--- config.mk ---
export PLATFORM = sky130hd
export DESIGN_NAME = pipe_enq_arbiter
export DESIGN_NICKNAME = d
export VERILOG_FILES = /design/src/rtl/pipe_enq_arbiter.sv
export SDC_FILE = /design/constraint.sdc
export NUM_CORES = 1
export LEC_CHECK = 0
export CAP_MARGIN = 10
export CORE_AREA = 5 5 404 406
export CTS_CLUSTER_DIAMETER = 60
export DETAILED_ROUTE_END_ITERATION = 8
export DIE_AREA = 0 0 409 411
export HOLD_SLACK_MARGIN = 0.06
export PLACE_DENSITY = 0.31
export SYNTH_ARGS = -nofsm -noshare
export SYNTH_HDL_FRONTEND = slang
export SYNTH_SLANG_ARGS = --single-unit
export TNS_END_PERCENT = 10
--- constraint.sdc ---
create_clock -name CLK -period 23 [get_ports CLK]
set_input_delay 6.9 -clock CLK [delete_from_list [all_inputs] [get_ports CLK]]
set_output_delay 6.9 -clock CLK [all_outputs]
set_load 0.005 [all_outputs]
--- src/rtl/pipe_enq_arbiter.sv ---
// Round-robin arbiter sharing one pipe enqueue channel among NREQ requesters,
// with a one-entry output register, source tagging and per-source counters.
module pipe_enq_arbiter #(
    parameter int unsigned NREQ = 4,
    parameter int unsigned W    = 192,
    parameter int unsigned SRCW = 2,
    parameter int unsigned CNTW = 16
) (
    input  logic                 CLK,
    input  logic                 RST,
    input  logic [NREQ-1:0]      req_enq_ena,
    input  logic [NREQ*W-1:0]    req_enq_v,
    output logic [NREQ-1:0]      req_enq_rdy_c,
    output logic                 pipe_enq_ena,
    output logic [W-1:0]         pipe_enq_v,
    output logic [SRCW-1:0]      pipe_enq_src,
    input  logic                 pipe_enq_rdy,
    output logic [NREQ*CNTW-1:0] stat_count
);

    localparam int unsigned LAST_RST = NREQ - 1;

    logic            valid;
    logic [SRCW-1:0] last;
    logic [CNTW-1:0] cnt [NREQ];

    logic [SRCW-1:0] grant;
    logic [SRCW-1:0] idx;
    logic            any_req;
    logic            space;
    logic            accept;

    // Rotating priority search starting just after the last granted source.
    always_comb begin
        grant   = '0;
        idx     = '0;
        any_req = 1'b0;
        for (int unsigned k = 1; k <= NREQ; k++) begin
            idx = SRCW'((32'(last) + k) % NREQ);
            if (!any_req && req_enq_ena[idx]) begin
                any_req = 1'b1;
                grant   = idx;
            end
        end
    end

    assign space         = !valid || pipe_enq_rdy;
    assign accept        = space && any_req && !RST;
    assign req_enq_rdy_c = accept ? (NREQ'(1) << grant) : '0;

    assign pipe_enq_ena = valid;

    always_ff @(posedge CLK or posedge RST) begin
        if (RST) begin
            valid        <= 1'b0;
            pipe_enq_v   <= '0;
            pipe_enq_src <= '0;
            last         <= SRCW'(LAST_RST);
            for (int unsigned i = 0; i < NREQ; i++) begin
                cnt[i] <= '0;
            end
        end else if (accept) begin
            // Load may coincide with a drain of the previous message.
            valid        <= 1'b1;
            pipe_enq_v   <= req_enq_v[32'(grant)*W +: W];
            pipe_enq_src <= grant;
            last         <= grant;
            cnt[grant]   <= cnt[grant] + CNTW'(1);
        end else if (valid && pipe_enq_rdy) begin
            valid <= 1'b0;
        end
    end

    for (genvar g = 0; g < NREQ; g++) begin : g_stat
        assign stat_count[g*CNTW +: CNTW] = cnt[g];
    end

endmodule
Word-level counts from Yosys, hierarchy flattened
Index checks and enable logic that the tools add are counted.

Register bits after elaboration: 261. Latch bits: 0. Bits in writable memories: 0. Bits in read-only memories: 0. Bits of input ports: 775. Output and inout port bits: 263. Word-level logic and storage cells: 62. Memories kept: 0.

$add $sub $neg: 5. Multipliers: 1. Divide/modulo/power cells: 0. Magnitude comparators: 6. Equality and inequality tests: 0. Shift operators: 2. Mux-type cells: 25. Bitwise logic cells: 1. Reduce and logical (&&, ||, !) cells: 14.

Operators by type and width (number): indexed part select 768 x 11 -> 192 bit (1); bitwise mux 64 bit (1); 2-to-1 mux 16 bit (3); binary-select mux 16 bit (select 2 bit) (1); demux 16 bit (select 2 bit) (1); adder 16 x 1 -> 16 bit, second input constant (1); < comparator 2 x 3 -> 1 bit, second input constant (4); 2-to-1 mux 1 bit (10); binary-select mux 1 bit (select 2 bit) (4); 2-to-1 mux 2 bit (4); logical AND 1 bit (7); logical NOT 1 bit (5); adder 2 x 1 -> 2 bit, second input constant (2); adder 2 bit, second input constant (2); multiplier 2 x 2 -> 4 bit, second input constant (1); 2-to-1 mux 4 bit (1); left shift 1 x 2 -> 4 bit, first input constant (1); >= comparator 3 bit, second input constant (1); < comparator 3 x 1 -> 1 bit, second input constant (1); inverter 2 -> 3 bit (1); nonzero test 2 bit (1); logical OR 1 bit (1).

Depth between registers and ports, before layout
Gate-level depths: netlist of run 1.

Depth after elaboration: 19. Mapped depth: 18. Depth with buffers taken out: 12.

Worst setup path after synthesis of run 1
OpenSTA, ideal clock, no wires.

Path kind: input port to output port. Start point: input req_enq_ena[2]. End point: output req_enq_rdy_c[0]. Arrival time: 8.345 ns. Required time: 16.100 ns. Setup slack: 7.755 ns. Stages on the path: 9. Path buffers: 4. Path through: or2_2 o221a_4 buf_12 buf_6 buf_2 nor2_4 nand2_2 inv_1 buf_4.

Word-level cells in the longest chain between the ends: 15. Elaborated cells between the ends (all ways): 26. Classes of those cells: 1 x shift; 17 x mux; 8 x reduce/logical.

RTL lines: from (decl) (line 11) `input logic [NREQ-1:0] req_enq_ena,`; binary-select mux 1 bit (select 2 bit) (line 40) `if (!any_req && req_enq_ena[idx]) begin`; 2-to-1 mux 1 bit (not written as such) (line 40); 2-to-1 mux 1 bit (line 40); logical NOT 1 bit (line 40); logical AND 1 bit (line 40); 2-to-1 mux 1 bit (line 40); logical NOT 1 bit (line 40); logical AND 1 bit (line 40); 2-to-1 mux 1 bit (line 40); logical NOT 1 bit (line 40); logical AND 1 bit (line 40); 2-to-1 mux 1 bit (line 40); logical AND 1 bit (2 in a row) (line 48) `assign accept = space && any_req && !RST;`; 2-to-1 mux 4 bit (*) (line 49) `assign req_enq_rdy_c = accept ? (NREQ'(1) << grant) : '0;`; to (decl) (line 13) `output logic [NREQ-1:0] req_enq_rdy_c,`.

Every way passes the cells marked *; elsewhere a longest branch is shown, timed or not. The select of a mux whose other input is x is not followed.

Worst setup path after layout of run 1
Start point: input req_enq_ena[3]. End point: output req_enq_rdy_c[1].

Same word-level chain as after synthesis.

==> reports/results.md, run 1 <==
• cell type contributing the most total cell area after synthesis: dfrtp_1
• portion of total power attributed to sequential cells: 24.4%
• number of H-tree branching levels: 2
• sum of met3 wire segment lengths after detailed routing: 9681 um
• global-route usage over all layers: 14.81%
• total of flip-flops plus latches after synthesis: 261
• warnings from Yosys: 0
• total CTS buffers: 60
• nets in the synthesized netlist: 3280
• share of the yosys chip area belonging to registers: 39.28%
• starting utilization of the core area: 10.43%
• worst min-delay path class: flip-flop to flip-flop
• clock network latency to the later pin of the worst-skew pair: 640 ps
• Layout Skew: 15.50 ps
• Detail Route met2 WL: 64150 um
• Post-synth ARST share: 100.0%
• synthesized area per cell: 6.643 um2
• Final HPWL DP: 100800 um
• Multi-input gate area: 9261 um2
• maximum number of pins on one net before global-route repair: 155
• Nets: 4220
• number of synthesized flops with an enable pin: 0
• via density per instance: 3.775
• worst-margin pin slew: 965.1 ps
• clock power share: 33.0%
• clock slew at the register clock pins of the worst setup and hold paths: 40 ps
• Hold Path Depth: 2
• instance count after placement with tap cells included: 5468
• kind of critical path: input pin to output pin
• Post-synth top flop: dfrtp_1
• cells resized by post-CTS repair: 0
• wire length on met1: 53960 um
• required time worst endpoint: 16100 ps
• area growth from synthesis to final layout: 88.12%
• Syn Std Cell Area: 16630 um2
• Net Switching: 1112 uW
• power density over cell area: 91.90 nW/um2
• root cell of the clock tree: clkbuf_16
• number of top-level design ports: 1038
• Final min period: 17600 ps
• average wire per cell in the routed design: 23.47 um
• Worst slew margin: 35.66%
• leakage power: 0.01337 uW
• number of standard cells in the final layout excluding fillers: 5601
• Max Freq: 56.82 MHz
• Final Setup Violations: 0
• via count of the routed design: 21140
• DR DRC count: 0
• share of final-layout standard cells stronger than drive strength 1: 4.750%
• Chip Height: 411 um
• min-delay src: pipe_enq_v[65]
• number of buffers inserted for hold repair after clock tree synthesis: 0
• worst flop-to-flop path startpoint: last[0]
• detailed-routing iteration count for the pre-antenna-repair pass: 7
• internal power: 1764 uW
• area fraction of the dominant cell type after synthesis: 38.96%
• Remaining Overflow, GRT: 0
• worst reg-to-reg path cell count: 10
• highest fanout seen on the critical path: 40
• number of inserted filler cells in the final layout: 18050
• total negative slack: 0 ps
• Max Used Layer: met5
• global placer's final weighted congestion: 0.8445
• total count of max-transition violations in the final report: 0
• maximum buffer depth of the clock tree: 3
• period utilization: 76.52%
• Core ar.: 159500 um2
• main area contributors after synthesis: dfrtp_1 39%, nand2_1 28%, nand3_1 18%
• Seq. cell area: 6534 um2
• Sw Ratio: 38.65%
• type of destination of the critical path: output pin
• initial antenna violation count: 34
• crit path launch type: input pin
• post-CTS setup buffer count: 0
• final wirelength: 131500 um
• Final ANT Viol Nets: 0
• IR Drop Worst-Case VDD: 0.08195 mV
• number of cell rows: 147
• Buffers on Ports: 1037
• part of the power in combinational logic: 42.6%
• critical path data arrival time: 10700 ps
• CTS tree: built
• global-route wire length before repair: 178200 um
• CTS sink cnt: 261
• die width: 409 um
• via count of the first global-routing pass: 21650
• Initial DRC Count: 1522
• unrepaired setup endpoints after global routing: no
• status: completed
• number of different library cells in the post-synthesis netlist: 53
• full die area: 168100 um2
• maxcap violations: 0
• Final Hold Viols: 0
• worst setup path start: req_enq_ena[3]
• Gate Count Post-Synth: 2504
area by class of cell:
type                       count  area share [%]
antenna                       20          0.1599
clock buffer                  82           5.354
clock inverter                31           1.551
inverter                       6         0.09596
multi-input combinational   2044           29.59
sequential                   261           20.88
tap                         2086           8.340
timing repair buffer        1071           34.02
Yosys cell counts (3+ instances only):
cell         n
xnor2_1     19
clkbuf_1   118
o21ai_0     35
nor4_1       7
mux2i_1     37
nand3_1    596
buf_1       11
nand2_1   1239
and2_1       4
a21oi_1      5
and3_1       7
dfrtp_1    259
nor3b_1      3
a22oi_1      4
a31oi_1     10
nand4_1      9
nor2_1      22
mux2_2      10
buf_2       59
inv_1        6
a21o_1       4
worst max-delay path: stages:
cell and delay (ps):
clkdlybuf4s50_1 630, nor2b_4 270, o21ai_0 200, nand3_4 300, buf_4 550, nand2_1 600, inv_1 590, clkdlybuf4s50_1 610
registers in the layout, indices dropped and copies added, names as in the netlist:
name	cells
pipe_enq_src	2
stat_count	64
last	2
pipe_enq_ena	1
pipe_enq_v	192
path summary, 6_finish.rpt:
check | to | slack [ps]
max | req_enq_rdy_c[1] | 5400
min | pipe_enq_v[65] | 470
max reg2reg | pipe_enq_v[120] | 18170
min reg2reg | pipe_enq_v[65] | 470
max in group asynchronous | pipe_enq_v[84] | 14060
min in group asynchronous | pipe_enq_v[186] | 6820
stage by stage:
step                      power [uW]  cell area [um2]  setup WS, ps  hold slack (ps)  utilization, %
after floorplan                 1205            16630          7755            468.2               -
after global placement          1969            29080          5365            457.3           18.24
after detailed placement        1958            29080          5350            461.6           18.24
after CTS                       2955            31240          5354            472.9           19.59
after global routing            3071            31280          5157            487.0           19.62
final                           2876            31290          5400            467.1           19.62
logic make-up after synthesis:
family | synth area share, %
simple gates | 48.40
flops | 39.28
buf+inv | 5.167
compound gates | 2.858
mux | 3.167
xor+xnor | 1.053
fa+ha+maj | 0.07520
power groups by stage:
stage               logic, uW  clock network [uW]  registers, uW
floorplan                 517                   0            688
global placement         1260                   0            710
detailed placement       1250                   0            708
CTS                      1250                 995            705
global route             1340                1010            721
finish                   1220                 949            703
metal layers:
metal,GRT usage (%),up-vias
li1,-,10130
met2,24.93,789
met1,18.04,10050
met4,4.923,26
met5,0,-
met3,4.409,155
cells in the final DEF (no fill, tap or decap), types with 4 or more instances in the layout:
| cell type | synthesis | final |
|---|---|---|
| mux2i_1 | 37 | 37 |
| clkinv_2 | 0 | 4 |
| clkbuf_16 | 0 | 61 |
| nand4_1 | 9 | 9 |
| dfrtp_1 | 259 | 259 |
| a22oi_1 | 4 | 4 |
| o21ai_0 | 35 | 35 |
| clkdlybuf4s50_1 | 0 | 1037 |
| nand3_1 | 596 | 595 |
| clkinv_4 | 0 | 7 |
| nor4_1 | 7 | 7 |
| a21o_1 | 4 | 4 |
| clkbuf_8 | 0 | 7 |
| bufinv_16 | 0 | 11 |
| diode_2 | 0 | 20 |
| a31oi_1 | 10 | 10 |
| xnor2_1 | 19 | 19 |
| inv_1 | 6 | 5 |
| and2_1 | 4 | 4 |
| clkinvlp_4 | 0 | 4 |
| a21oi_1 | 5 | 5 |
| clkbuf_1 | 118 | 14 |
| inv_6 | 0 | 5 |
| buf_4 | 2 | 33 |
| nor2_1 | 22 | 22 |
| and3_1 | 7 | 7 |
| nand2_1 | 1239 | 1239 |
| mux2_2 | 10 | 10 |
(Power assumes the default switching activity.)
==> inputs of run 2 (changes only) <==
- CORE_AREA: 5 5 404 406 -> 5 5 396 398
- DIE_AREA: 0 0 409 411 -> 0 0 401 403
- PLACE_DENSITY: 0.31 -> 0.32
- clock period: 23 -> 17.93 ns (I/O delays scaled with it)
==> reports/results.md, run 2 (same netlist as run 1, synthesis figures left out) <==
• via density per instance: 3.752, -0.61%
• cell area reported after detailed placement: 29020 um2, -0.22%
• worst-margin pin slew: 1001 ps, +35.51 ps
• number of cell rows: 144, -2.0%
• total power after layout: 3579 uW, +24%
• Final Hold Viols: 0, unchanged
• die width: 401 um, -2.0%
• power density over cell area: 115.4 nW/um2, +26%
• Chip Height: 403 um, -1.9%
• average wire per cell in the routed design: 22.73 um, -3.1%
• Final ANT Viol Nets: 0, unchanged
• critical path data arrival time: 9100 ps, -1600 ps
• type of destination of the critical path: output pin
• global placer's final weighted congestion: 0.8477, +0.38%
• maxcap violations: 0, unchanged
• global-route wire length before repair: 173700 um, -2.6%
• global-route usage over all layers: 14.84%, +0.034 points
• starting utilization of the core area: 10.87%, +0.44 points
• required time worst endpoint: 12550 ps, -3550 ps
• Max Freq: 69.07 MHz
• instance count after placement with tap cells included: 5423, -0.82%
• cell at the slowest stage of the critical path: clkdlybuf4s50_1
• DR DRC count: 0, unchanged
• status: completed
• cells resized by post-CTS repair: 0, unchanged
• post-CTS setup buffer count: 0, unchanged
• leakage power: 0.01328 uW, -0.67%
• kind of critical path: input pin to output pin
• register name with the most flops: pipe_enq_v
• IR Drop Worst-Case VDD: 0.06393 mV, -22%
• period utilization: 80.75%
• via count of the routed design: 20810, -1.6%
• total count of max-transition violations in the final report: 0, unchanged
• post-layout instance area: 31020 um2, -0.86%
• Final Setup Violations: 0, unchanged
• full die area: 161600 um2, -3.9%
• top cell family by delay on the critical path: buffers and inverters
• Max stage delay on crit path: 670 ps, +40 ps
• total negative slack: 0 ps, unchanged
• clock slew at the register clock pins of the worst setup and hold paths: 40 ps, about the same
• CTS sink cnt: 261, unchanged
• total CTS buffers: 57, -5.0%
• share of final-layout standard cells stronger than drive strength 1: 4.677%, -0.072 points
• crit path launch type: input pin
• unrepaired setup endpoints after global routing: no
• Layout Skew: 16.09 ps, +0.5907 ps
• number of standard cells in the final layout excluding fillers: 5546, -0.98%
• root cell of the clock tree: clkbuf_16
• number of top-level design ports: 1038, unchanged
• clock network latency to the later pin of the worst-skew pair: 620 ps, -20 ps
• Buffers on Ports: 1037, unchanged
• Core ar.: 153000 um2, -4.1%
• initial antenna violation count: 28, -18%
• Nets: 4214, -0.14%
• most frequent cells in the layout: 1239 x nand2_1, 1037 x clkdlybuf4s50_1, 595 x nand3_1
• highest fanout seen on the critical path: 41, +2.5%
• total buffers and inverters traversed by the critical path: 3, -1
• critical-path cell list: clkdlybuf4s50_1 > nor4_1 > or3b_4 > nor2_1 > nand2_1 > inv_1 > clkdlybuf4s50_1
• cell type with the highest occurrence count on the critical path: clkdlybuf4s50_1
• via count of the first global-routing pass: 21640, -0.074%
• final wirelength: 126100 um, -4.1%
• area growth from synthesis to final layout: 86.50%
• maximum number of pins on one net before global-route repair: 149, -3.9%
• detailed-routing iteration count for the pre-antenna-repair pass: 5, -2
• Remaining Overflow, GRT: 0, unchanged
• Final min period: 14480 ps
• most common cell after layout, fill and taps aside: nand2_1
• number of flip-flops in the largest register: 192, unchanged
• CTS tree: built
• number of buffers inserted for hold repair after clock tree synthesis: 0, unchanged
• Initial DRC Count: 1423, -6.5%
• number of H-tree branching levels: 2, unchanged
• worst min-delay path class: flip-flop to flip-flop
• maximum buffer depth of the clock tree: 3, unchanged
• Worst slew margin: 33.29%, -2.4 points
• Final HPWL DP: 96830 um, -3.9%
[run 2: cell count changes in the layout (fill, tap and decap cells not counted), sizes merged]
cell      delta
clkinv      +10
clkbuf      -11
clkinvlp     -1
diode        -3
bufinv       -5
buf          -3
[run 2: worst paths after layout]
kind | from | endpoint | slack [ps] | cells past startpoint
setup reg to reg | last[0] | stat_count[58] | 12690 | 14
max in group asynchronous | RST | pipe_enq_v[72] | 10530 | 4
hold reg to reg | pipe_enq_v[34] | pipe_enq_v[34] | 470 | 2
setup / recovery | req_enq_ena[1] | req_enq_rdy_c[2] | 3450 | 7
hold / removal | pipe_enq_v[34] | pipe_enq_v[34] | 470 | 2
min in group asynchronous | RST | pipe_enq_ena | 5320 | 2
[run 2: metal layers]
layer / vias to the layer above / global-route usage, % / routed length (um)
met3: 122 / 4.205 / 8121
met1: 9895 / 18.07 / 52860
met5: - / 0 / 83
met2: 691 / 25.61 / 62350
li1: 10090 / - / -
met4: 10 / 4.032 / 2651
[run 2: report_power, final]
group / switching, uW / internal (uW) / total (uW)
Sequential: 136 / 763 / 898
Combinational: 875 / 693 / 1570
Clock: 408 / 705 / 1110
[run 2: final cells by class]
class                      instances  area, um2
fill                           17260     121900
timing repair buffer            1068      10640
multi-input combinational       2044       9261
sequential                       261       6534
tap                             2044       2557
clock buffer                      71       1560
clock inverter                    35      400.4
antenna                           17      42.54
inverter                           6      30.03
[run 2: tightest hold or removal path, delay by kind of cell (launching register included)]
kind             cells  cell delay, ps
flip-flops           1             330
AND/OR/NAND/NOR      2             100
[run 2: through the flow]
step                hold WS (ps)  setup slack (ps)  utilization, %
finish                     466.5              3452           20.28
global route               483.1              3063           20.27
CTS                        473.1              3352           20.25
detailed placement         461.1              3369           18.97
global placement           457.6              3373           18.97
floorplan                  468.2              5371               -
==> patch 1, RTL diff (settings of run 1) <==
Make the reset (`RST`) synchronous in one clocked block.
--- a/src/rtl/pipe_enq_arbiter.sv
+++ b/src/rtl/pipe_enq_arbiter.sv
@@ -50,7 +50,7 @@
 
     assign pipe_enq_ena = valid;
 
-    always_ff @(posedge CLK or posedge RST) begin
+    always_ff @(posedge CLK) begin
         if (RST) begin
             valid        <= 1'b0;
             pipe_enq_v   <= '0;
Check against the original RTL: not equivalent (a bounded check fails within 4 cycles, from zero or initial values and one cycle with RST high; the reset may be asserted at any time).
==> patch 1 against run 1 <==
  * Worst hold slack got worse by 0.015 ns
  * Core utilization decreased by 0.57 points
  * Clock skew increased by 0.012 ns
  * Setup slack got worse by 0.32 ns
  * Routed wire length increased by 8.3%
  * Maximum frequency decreased by 1.8%
  * Synthesized area decreased by 4.4%
  * Sequential cell count unchanged
  * Total power decreased by 24%
  * Clock power decreased by 9.8%
  * Cell area decreased by 2.9%
  * First-iteration DRC count decreased by 13%
  * Critical endpoint is now req_enq_rdy_c[2]
==> patch 1: results (changes against run 1) <==
- Met2 capacity usage during global routing: 27.67% (was 24.93%)
* Wire length of the first global-routing pass: 188.3 mm (was 178.2 mm)
- The via count of the first global-routing pass is 21.62k (was 21.65k).
- The final non-filler cell total was 5,560 (was 5,601).
- The standard cell area after detailed placement came to 0.02837 mm^2 (was 0.02908 mm^2).
* Clock share of power: 39.3% (was 33.0%)
* Signal inverters: 5 (was 6)
- The met2 wire length was 71.28 mm (was 64.15 mm).
- Fraction of synthesis flops using an asynchronous set or reset pin: 0% (was 100.0%)
* Starting DRT DRC Count: 1,322 (was 1,522)
* Via density per instance: 3.871 (was 3.775)
- Outcome: complete, no violations (unchanged)
- The detailed placement HPWL came to 112.0 mm (was 100.8 mm).
- The largest net degree at the start of global routing came to 133 (was 155).
* Proportion of final cell area spent on non-clock buffers: 35.03% (was 34.02%)
- Global Route met3 Usage: 5.651% (was 4.409%)
- The number of clock buffers in the layout came to 63 (was 82).
* Number of multi-input combinational cells: 2,001 (was 2,044)
- The delay of the slowest cell on the worst path was 0.73 ns (was 0.63 ns).
- The final-layout fill cell count came to 18.18k (was 18.05k).
- Largest fanout on the critical path: 112 (was 40)
- The fraction of power spent switching nets came to 35.19% (was 38.65%).
- Global Route met1 Usage: 18.17% (was 18.04%)
- The area used by sequential logic in the layout came to 0.005866 mm^2 (was 0.006534 mm^2).
- The clock-cell share of area came to 6.322% (was 6.905%).
- The data arrival time at the worst-slack endpoint came to 11.02 ns (was 10.70 ns).
- Cell leakage power: 11.47 nW (was 13.37 nW)
- The total number of H-tree levels is 2 (unchanged).
- DR WL met3: 12.07 mm (was 9.681 mm)
* P_comb: 0.743 mW (was 1.22 mW)
* Min Hold Slack: 0.4518 ns (was 0.4671 ns)
* Slowest stage cell on the critical path: nand3_1 (was clkdlybuf4s50_1)
* Part of the total power dissipated in combinational logic: 34.1% (was 42.6%)
- Gp weighted congestion: 0.8378 (was 0.8445)
* Post-synth top cells: nand2_1 (1,029), nand3_1 (593), a21oi_1 (211) (was nand2_1 (1,239), nand3_1 (596), dfrtp_1 (259))
- Cell types occupying the most area after synthesis: dfxtp_1 (25%), nand2_1 (24%), nand3_1 (19%) (was dfrtp_1 (39%), nand2_1 (28%), nand3_1 (18%)).
* Distinct cells, synth: 56 (was 53)
- Initial antenna violation count: 104 (was 34)
* Post-Route WL: 142.4 mm (was 131.5 mm)
- The placement-stage worst setup slack came to 4.959 ns (was 5.350 ns).
* Number of ordinary and repair buffers in the finished layout: 1,068 (was 1,071)
- The total routed wire length on the met1 layer is 55.10 mm (was 53.96 mm).
- The number of antenna cells inserted is 37 (was 20).
* Mapped Nets: 3,253 (was 3,280)
- Layout Skew: 0.02750 ns (was 0.01550 ns)
* Post-synthesis cell count: 2,477 (was 2,504)
* Area fraction of the dominant cell type after synthesis: 24.81% (was 38.96%)
* Total routing usage reported by global routing: 15.93% (was 14.81%)
* Fraction of final layout cells with drive strength greater than 1: 4.306% (was 4.750%)
- Area of combinational cells with multiple inputs: 0.009229 mm^2 (was 0.009261 mm^2)
- The number of nets at the end of the flow was 4,167 (was 4,220).
- Register-to-register setup slack: 18.11 ns (was 18.17 ns)
==> patch 1: kinds of logic after synthesis <==
kind of cell / synth area share (%)
compound gates: 8.413
xor+xnor: 0.3305
fa+ha+maj: 0.07868
buf+inv: 5.407
flops: 36.89
mux: 3.234
simple gates: 45.64
==> patch 1: worst paths after layout <==
kind                  start          endpoint  cells past startpoint
min reg2reg  pipe_enq_v[83]    pipe_enq_v[83]                      2
min          pipe_enq_v[83]    pipe_enq_v[83]                      2
max          req_enq_ena[3]  req_enq_rdy_c[2]                      9
max reg2reg         last[1]    pipe_enq_v[99]                     10
==> patch 1: worst register-to-register path, delay by kind of cell (launching register included) <==
| family | cells | cell delay [ns] |
|---|---|---|
| buf+inv | 4 | 3.14 |
| simple gates | 4 | 1.03 |
| flops | 1 | 0.37 |
| compound gates | 2 | 0.30 |
==> patch 2, RTL diff (config.mk and constraints of run 1) <==
Made on the original files. Set the parameter `CNTW` to 32 (it was 16).
--- a/src/rtl/pipe_enq_arbiter.sv
+++ b/src/rtl/pipe_enq_arbiter.sv
@@ -4,7 +4,7 @@
     parameter int unsigned NREQ = 4,
     parameter int unsigned W    = 192,
     parameter int unsigned SRCW = 2,
-    parameter int unsigned CNTW = 16
+    parameter int unsigned CNTW = 32
 ) (
     input  logic                 CLK,
     input  logic                 RST,
Interface: changed (resized stat_count); port bits go from 1038 to 1102. No check against the original RTL was run, so the function may have changed too.
==> patch 2 against run 1 <==
  * Setup slack better by 0.16 ns
  * Total power is 28% higher
  * Critical path depth stayed put
  * Synthesized area is 17% higher
  * Via count is 13% higher
  * Routed wire length is 16% higher
  * Die area stayed put
  * Register-to-register slack worse by 0.19 ns
  * Non-clock buffer count is 65 higher
  * Sequential cell count is 64 higher
  * Worst hold slack worse by 0.0032 ns
  * Sequential power is 39% higher
  * Count of clock-buffer cells in the layout is 9 higher
  * Cell area is 12% higher
  * Largest power group unchanged
==> patch 2: results (changes against run 1) <==
* Outcome: complete, no violations (unchanged)
* Detail-routed net length per standard cell: 25.48 um (was 23.47 um)
- # port buffers: 1,101 (was 1,037)
* Distinct cells, synth: 54 (was 53)
* Layout Skew: 0.03175 ns (was 0.01550 ns)
- The setup slack on the worst flop-to-flop path was 17.98 ns (was 18.17 ns).
* Crit path launch: req_enq_ena[1] (was req_enq_ena[3])
* Depth of the CTS H-tree: 3 (was 2)
- The total routed wire length on the met1 layer was 57.81 mm (was 53.96 mm).
* End point of the worst hold path: stat_count[31] (was pipe_enq_v[65])
* Cell types occupying the most area after synthesis: dfrtp_1 (42%), nand2_1 (25%), nand3_1 (17%) (was dfrtp_1 (39%), nand2_1 (28%), nand3_1 (18%))
* Largest fanout on the critical path: 125 (was 40)
* Mapped Nets: 3,613 (was 3,280)
* Post-synth top cells: nand2_1 (1,316), nand3_1 (643), dfrtp_1 (323) (was nand2_1 (1,239), nand3_1 (596), dfrtp_1 (259))
- The total clock buffers created by CTS is 71 (was 60).
- The met3 track demand over resource in global routing is 7.416% (was 4.409%).
- Reg2reg path depth: 9 (was 10)
* Arrival time of the worst setup path: 10.54 ns (was 10.70 ns)
- The source of the worst hold timing path was stat_count[31] (was pipe_enq_v[65]).
* Placed Cells: 5,833 (was 5,468)
* Wire length on met2: 76.35 mm (was 64.15 mm)
- The worst reg2reg path startpoint is last[1] (was last[0]).
- Routed via count: 23.97k (was 21.14k)
- Sequential fraction of the synthesis area: 41.91% (was 39.28%)
* Starting DRT DRC Count: 1,268 (was 1,522)
* Post-detailed-route DRC marker count: 0 (unchanged)
- The standard cell area after detailed placement was 0.03249 mm^2 (was 0.02908 mm^2).
- The final-layout fill cell count is 17.90k (was 18.05k).
- Total routing usage reported by global routing: 17.32% (was 14.81%)
* Gp weighted congestion: 0.8635 (was 0.8445)
* Fraction of final layout cells with drive strength greater than 1: 5.107% (was 4.750%)
* Vias in the first global route: 24.92k (was 21.65k)
- Non-filler cells in the finished layout: 5,988 (was 5,601)
* Largest net degree at the start of global routing: 136 (was 155)
* Cell leakage power: 14.92 nW (was 13.37 nW)
* Global Route met1 Usage: 18.95% (was 18.04%)
* Wire length of the first global-routing pass: 206.6 mm (was 178.2 mm)
* Crit Reg-Reg Endpoint: stat_count[57] (was pipe_enq_v[120])
* Min Hold Slack: 0.4640 ns (was 0.4671 ns)
* Worst slew margin relative to its limit: 32.94% (was 35.66%)
* Number of nets at the end of the flow: 4,596 (was 4,220)
- The detailed placement HPWL was 117.4 mm (was 100.8 mm).
- The initial antenna violation count is 85 (was 34).
* Number of flip-flops in the largest register: 192 (unchanged)
* DR WL met3: 14.48 mm (was 9.681 mm)
- Cell depth of the worst min-delay path: 1 (was 2)
* Worst IR Drop VDD: 0.00004263 V (was 0.00008195 V)
- The synthesized area per cell came to 6.842 um^2 (was 6.643 um^2).
## patch 2: worst max path at each step
| stage | endpoint | slack, ns | depth (start not counted) |
|---|---|---|---|
| 5_1_grt | req_enq_rdy_c[0] | 5.32 | 8 |
| 4_1_cts | req_enq_rdy_c[0] | 5.55 | 8 |
| 3_5_place_dp | req_enq_rdy_c[0] | 5.55 | 8 |
| 3_3_place_gp | req_enq_rdy_c[0] | 5.58 | 8 |
| 2_1_floorplan | pipe_enq_ena | 7.11 | 1 |
| 6_report | req_enq_rdy_c[0] | 5.56 | 8 |
## patch 2: critical path: stages
cell	delay [ns]
clkdlybuf4s50_1	0.52
mux2i_1	0.21
a2bb2oi_2	0.68
and2_4	0.77
buf_12	0.44
nand3_2	0.14
inv_1	0.13
clkdlybuf4s50_1	0.51
## patch 2: report_power, final
group	internal (mW)	total [mW]	switching (mW)	leakage (nW)
clock network	0.698	1.08	0.386	1.19
logic	0.718	1.61	0.896	9.69
registers	0.782	0.976	0.194	4.04
## patch 2: cells by family (layout without fill, tap and decap cells)
| kind of cell | Yosys count | after routing | synth area share [%] |
|---|---|---|---|
| and+or+nand+nor | 2021 | 2021 | 44.38 |
| DFF | 325 | 325 | 41.91 |
| buffers and inverters | 232 | 1272 | 4.822 |
| AOI/OAI and AO/OA | 221 | 221 | 6.968 |
| xor gates and xnor gates | 33 | 33 | 1.566 |
| muxes | 4 | 4 | 0.2836 |
| adders and majority gates | 1 | 1 | 0.06445 |
| other | 0 | 25 | 0 |
## patch 2: area by class of cell
cell class              instances  area, um^2  area share, %
repair buffers               1136       11320          32.35
multi-input cells            2280       10390          29.70
flip-flops and latches        325        8135          23.24
well taps                    2086        2610          7.457
clock buffers                  91        1964          5.613
clock inverters                39       483.0          1.380
diodes                         25       62.56         0.1787
inverters                       6       30.03        0.08580
